[src/rtl/inst_queue.sv]
// Circular {inst, pc} FIFO between instruction fetch and decode, cleared on flush.
// Define INST_QUEUE_BYPASS_EN to forward an enqueue straight to the decode side when empty.
module inst_queue #(
    parameter int DEPTH        = 8,
    parameter int AFULL_THRESH = 6
) (
    input  logic                     clk,
    input  logic                     rst_n,
    input  logic                     flush,
    input  logic                     enq_valid,
    input  logic [31:0]              enq_inst,
    input  logic [31:0]              enq_pc,
    output logic                     enq_ready,
    output logic                     almost_full,
    input  logic                     deq_stall,
    output logic                     deq_valid,
    output logic [31:0]              deq_inst,
    output logic [31:0]              deq_pc,
    output logic [$clog2(DEPTH):0]   count
);
    localparam int PW = $clog2(DEPTH);
    localparam int CW = PW + 1;

    logic [31:0]   inst_mem_q [DEPTH];
    logic [31:0]   pc_mem_q   [DEPTH];
    logic [PW-1:0] head_q, head_d;
    logic [PW-1:0] tail_q, tail_d;
    logic [CW-1:0] count_q, count_d;
    logic          empty, full;
    logic          byp, byp_take;
    logic          enq_fire, deq_fire;

    assign empty       = (count_q == '0);
    assign full        = (count_q == CW'(DEPTH));
    assign enq_ready   = !full;
    assign almost_full = (count_q >= CW'(AFULL_THRESH));
    assign count       = count_q;

`ifdef INST_QUEUE_BYPASS_EN
    // Empty queue: the offered entry is presented to decode in the same cycle.
    assign byp = empty & enq_valid & !flush;
`else
    assign byp = 1'b0;
`endif
    assign byp_take = byp & !deq_stall;

    assign deq_fire = !empty & !deq_stall & !flush;
    assign enq_fire = enq_valid & enq_ready & !flush & !byp_take;

    assign deq_valid = !empty | byp;

    always_comb begin
        deq_inst = '0;
        deq_pc   = '0;
        if (!empty) begin
            deq_inst = inst_mem_q[head_q];
            deq_pc   = pc_mem_q[head_q];
        end else if (byp) begin
            deq_inst = enq_inst;
            deq_pc   = enq_pc;
        end
    end

    always_comb begin
        head_d  = head_q;
        tail_d  = tail_q;
        count_d = count_q;
        if (flush) begin
            head_d  = '0;
            tail_d  = '0;
            count_d = '0;
        end else begin
            // Pointers are exactly log2(DEPTH) wide, so the increment wraps for free.
            if (deq_fire) head_d = head_q + PW'(1);
            if (enq_fire) tail_d = tail_q + PW'(1);
            if (enq_fire && !deq_fire)      count_d = count_q + CW'(1);
            else if (deq_fire && !enq_fire) count_d = count_q - CW'(1);
        end
    end

    always_ff @(posedge clk or negedge rst_n) begin
        if (!rst_n) begin
            head_q  <= '0;
            tail_q  <= '0;
            count_q <= '0;
        end else begin
            head_q  <= head_d;
            tail_q  <= tail_d;
            count_q <= count_d;
        end
    end

    // Storage needs no reset: stale slots are never visible because count masks them.
    always_ff @(posedge clk) begin
        if (enq_fire) begin
            inst_mem_q[tail_q] <= enq_inst;
            pc_mem_q[tail_q]   <= enq_pc;
        end
    end
endmodule

[config.mk]
export PLATFORM = sky130hd
export DESIGN_NAME = inst_queue
export DESIGN_NICKNAME = d
export VERILOG_FILES = /design/src/rtl/inst_queue.sv
export SDC_FILE = /design/constraint.sdc
export NUM_CORES = 1
export LEC_CHECK = 0
export CORE_MARGIN = 1.5
export CORE_UTILIZATION = 32
export CTS_CLUSTER_DIAMETER = 30
export DETAILED_ROUTE_END_ITERATION = 12
export MAX_ROUTING_LAYER = met4
export REMOVE_ABC_BUFFERS = 1
export SYNTH_ARGS = -nofsm -noshare
export SYNTH_HDL_FRONTEND = slang
export SYNTH_SLANG_ARGS = --single-unit
[constraint.sdc]
create_clock -name clk -period 6.7 [get_ports clk]
set_input_delay 1.34 -clock clk [delete_from_list [all_inputs] [get_ports clk]]
set_output_delay 1.34 -clock clk [all_outputs]
set_load 0.1 [all_outputs]
Word level (Yosys, flattened, before mapping)

Memories as Yosys holds them, arrays and structs flattened.
Index checks and enable logic that the tools add are counted.
Widths: inputs -> output; s select.

Bits in registers: 10
Memory bits (writable): 512
Bits of input ports: 69
Output and inout bits: 71
Word-level logic and storage cells: 38
Memories kept: 2

Add/subtract/negate cells: 4
Order comparisons: 1
Equality and inequality tests: 1
Muxes and demuxes: 11
Bitwise gates (word level): 4
Reductions and logical operators: 12

Memory list:

| memory     | depth | width | rd ports | clocked after Yosys merged registers in | wr ports | line | RTL |
|---|---|---|---|---|---|---|---|
| inst_mem_q | 8     | 32    | 1        | 0                                       | 1        | 24   | `logic [31:0] inst_mem_q [DEPTH];` |
| pc_mem_q   | 8     | 32    | 1        | 0                                       | 1        | 25   | `logic [31:0] pc_mem_q [DEPTH];` |

Operator list:

| operator            | count |
|---|---|
| $mux 32             | 2 |
| $mux 3              | 4 |
| $mux 4              | 3 |
| $add 3x1->3 const B | 2 |
| $logic_not 1->1     | 6 |
| $add 4x1->4 const B | 1 |
| $and 1x1->1         | 4 |
| $eq 4x4->1 const B  | 1 |
| $ge 4x3->1 const B  | 1 |
| $logic_not 4->1     | 1 |
| $reduce_bool 2->1   | 2 |
| $sub 4x1->4 const B | 1 |
| $reduce_bool 3->1   | 1 |
| $logic_and 1x1->1   | 2 |
| $mux 1              | 2 |

Depth between registers and ports, before layout

Depth after elaboration: 9
Mapped depth: 11
Gate-level depth less buffers: 9

Worst setup path after synthesis

OpenSTA, ideal clock, no wires.

Path kind: register -> register
Start point: register count_q[1], in the netlist count[1]
End point: memory inst_mem_q[0][0] (enable)
Setup time: 0.565 ns
Data arrival time: 6.347 ns
Required time: 6.135 ns
Path slack: -0.212 ns
Cell stages (with the launch flop): 6
Path buffers: 1
Period minus slack after synthesis: 6.912 ns
Path through: dfrtp_1 or4b_1 buf_6 nand2_4 or3_4 nor3_1

Cells in the longest elaborated chain, start to end: 6

Ends and longest elaborated chain:

| item                         | line | RTL |
|---|---|---|
| start, declared              | 28   | `logic [CW-1:0] count_q, count_d;` |
| start signal, assigned       | 89   | `count_q <= count_d;` |
| $eq 4x4->1                   | 34   | `assign full = (count_q == CW'(DEPTH));` |
| $logic_not 1->1              | 35   | `assign enq_ready = !full;` |
| named net enq_ready          | 13   | `output logic enq_ready,` |
| $and 1x1->1 (2 in series)    | 48   | `assign enq_fire = enq_valid & enq_ready & !flush & !byp_take;` |
| $mux 1                       | 95   | `if (enq_fire) begin` |
| $mux 1 (not written as such) | 96   | `inst_mem_q[tail_q] <= enq_inst;` |
| end, declared                | 24   |  |

The timed path passes the listed nets, and every way through them passes these cells.

Worst setup path in the final report

Start point: register head_q[1]
End point: output deq_inst[3]

Cells in the longest elaborated chain, start to end: 2

Ends and longest elaborated chain:

| item                   | line | RTL |
|---|---|---|
| start, declared        | 26   | `logic [PW-1:0] head_q, head_d;` |
| start signal, assigned | 83   | `head_q <= '0;` |
| start signal, assigned | 87   | `head_q <= head_d;` |
| $mem_v2 8x32           | n/a  |  |
| $mux 32                | 55   | `if (!empty) begin` |
| end, declared          | 17   | `output logic [31:0] deq_inst,` |

Every way passes these cells.

==> run summary <==
Top delay family on crit path: buffers and inverters
CTS tree: built
largest net degree at the start of global routing: 53
Final Cycle Share: 77.1%
Die ar.: 64600 µm²
RSZ-0062 raised after global routing: false
hold_buf cts: 0
R2R Setup Slk: 3.41 ns
Yosys reg bits: 522
Setup crit end kind: output port
Bufs and invs on worst path: 2
hold path cells: 2
Initial Utilization: 32.5%
Final ANT Viol Nets: 0
WHS: 0.613 ns
synth warn: 0
P per Cell Area: 518 nW/µm²
final core utilization: 42.5%
synthesized area: 20200 µm²
mean post-synth cell area: 22.4 µm²
Final Hold Fails: 0
Clock transition at path regs: 0.05 ns
leading cell type in the layout, fill and taps excluded: edfxtp_1
Hold EP: tail_q[0]
Fill cells: 5379
Critical Path RT: 5.36 ns
status: finished clean
Nets: 1203
Crit Reg-Reg Startpoint: count[1]
Pre-antenna DRT Iters: 6
# port buffers: 139
CP max stage delay: 1.16 ns
dpl hpwl: 23200 µm
H-tree depth: 3
# rows: 91
initial antenna violation count: 2
die height: 254 µm
slowest cell on the critical path: clkdlybuf4s50_1
root buf cell: clkbuf_16
synthesized netlist cell count: 900
# setup viols final: 0
vias in the first global route: 10562
fin crit period: 5.16 ns
core footprint: 62100 µm²
Crit. path cell count: 5
power after layout: 0.0136 W
Max Cap Viol: 0
num ports: 140
Max Fclk: 194 MHz
Worst-Margin Slew: 1.17 ns
worst rel slew slack: 21.7%
wire per inst: 21.5 µm
final worst clock skew: 0.0165 ns
post-cts sizing count: 0
placed inst area: 22700 µm²
share of post-route cells with drive strength above 1: 28.0%
Leakage: 8.33 nW
Final Max Tran Viols: 0
Clock Path Buffers: 3
Hold Startpoint: tail_q[0]
Worst-Skew Late Latency: 0.64 ns
first-pass GRT wire length: 65800 µm
most frequent cells in the layout: 512 x edfxtp_1, 139 x clkdlybuf4s50_1, 128 x mux4_2
total gr overflow: 0
vias per cell: 4.66
crit-path cells: buf_4, mux4_2, mux2i_1, nor2_1, clkdlybuf4s50_1
Startpoint Class: register
sequential element share of the synthesized area: 77.4%
cells on worst reg2reg path: 9
Fin Setup TNS: 0 ns
Setup Buffers After CTS: 0
post-route cell area: 26300 µm²
DRC Markers: 0
Netlist cell types: 44
cts bufs inserted: 110
initial DRC count: 527
RePlAce Congestion: 0.695
die width: 254 µm
CTS Sinks: 522
vias after detailed routing: 9594
critical path type: reg -> out
drt total wl: 44200 µm
CP max FO: 42
area of the multi-input gates: 4320 µm²
arrival time at the worst endpoint: 3.82 ns
Hold Crit Class: reg -> reg
storage element area: 15600 µm²
Area growth, synth to finish: 30.5%
worst reg2reg path endpoint: count[3]
peak supply drop: 0.712 mV
Total Routing Usage GR: 14.4%
==> per-layer routing <==
| layer | global-route usage [%] | share of wire (%) | wire length [µm] | vias up |
|---|---|---|---|---|
| li1 | - | - | - | 4248 |
| met2 | 24.1 | 52 | 23000 | 234 |
| met5 | - | 0 | 0 | - |
| met4 | 5.56 | 2.0 | 884 | 0 |
| met3 | 3.23 | 4.6 | 2020 | 63 |
| met1 | 17.0 | 41 | 18300 | 5049 |
==> through the flow <==
step / cells / worst slack (ns)
after floorplan: 854 / -1.63
after global placement: 1854 / 2.10
after detailed placement: 1854 / 2.08
after CTS: 2055 / 1.39
after global routing: 2057 / 1.35
final: 2057 / 1.54
==> Yosys cell counts (all sizes together) <==
cell / n / area share [%]
a21o: 1 / 0.037
or3: 3 / 0.14
nand4b: 1 / 0.043
o21ai: 4 / 0.099
xnor2: 2 / 0.087
or2b: 3 / 0.12
a41oi: 1 / 0.043
nor2: 79 / 1.5
nand3b: 1 / 0.037
mux4: 128 / 14
nand2: 4 / 0.11
nand4: 1 / 0.031
a21oi: 4 / 0.099
a211oi: 1 / 0.062
a32oi: 1 / 0.081
nand3: 6 / 0.15
edfxtp: 512 / 76
nand2b: 3 / 0.093
inv: 6 / 0.11
nor3: 3 / 0.099
xor2: 3 / 0.13
mux2i: 64 / 3.2
nor3b: 2 / 0.074
dlygate4sd1: 1 / 0.043
fa: 1 / 0.099
and2: 2 / 0.074
o31a: 1 / 0.043
nor4: 2 / 0.14
clkbuf: 10 / 0.24
ha: 4 / 0.25
buf: 35 / 1.1
or4b: 1 / 0.050
dfrtp: 10 / 1.2
==> logic make-up after synthesis <==
family / after synthesis / share of synthesized area [%]
mux: 192 / 17.5
flops: 522 / 77.4
buf+inv: 52 / 1.48
compound gates: 13 / 0.465
fa+ha+maj: 5 / 0.347
xor+xnor: 5 / 0.217
simple gates: 111 / 2.63
==> power by group <==
part           total, W  leakage, nW  switching [W]  internal, W
Sequential      0.00382         4.75      0.0000931      0.00372
Combinational   0.00457         1.79        0.00326      0.00131
Clock           0.00526         1.79        0.00169      0.00358
Total            0.0136         8.33        0.00505      0.00860
==> worst max path at each step <==
stage | slack (ns) | from | end
finish | 1.54 | head_q[1] | deq_inst[3]
global route | 1.35 | head_q[1] | deq_pc[4]
CTS | 1.39 | head_q[1] | deq_inst[11]
detailed placement | 2.08 | head_q[1] | deq_inst[11]
global placement | 2.10 | head_q[1] | deq_pc[4]
floorplan | -1.63 | head_q[0] | deq_inst[0]
==> registers in the layout (all words and copies together) (netlist names) <==
register and count:
count 4, pc_mem_q 256, inst_mem_q 256, tail_q 3
head_q 3
==> tightest hold or removal path: cells and delay by family, from the launching register on <==
family	cells	cell delay [ns]
xor+xnor	1	0.09
flops	1	0.41
simple gates	1	0.08
==> layout make-up <==
type	count	share of cell area [%]
Antenna cell	2	0.0190
Clock buffer	129	10.9
Clock inverter	72	3.10
Inverter	6	0.0855
Multi-Input combinational cell	326	16.4
Sequential cell	522	59.4
Tap cell	837	3.98
Timing Repair Buffer	163	6.20
No activity file was read; power rests on OpenSTA's default activity.
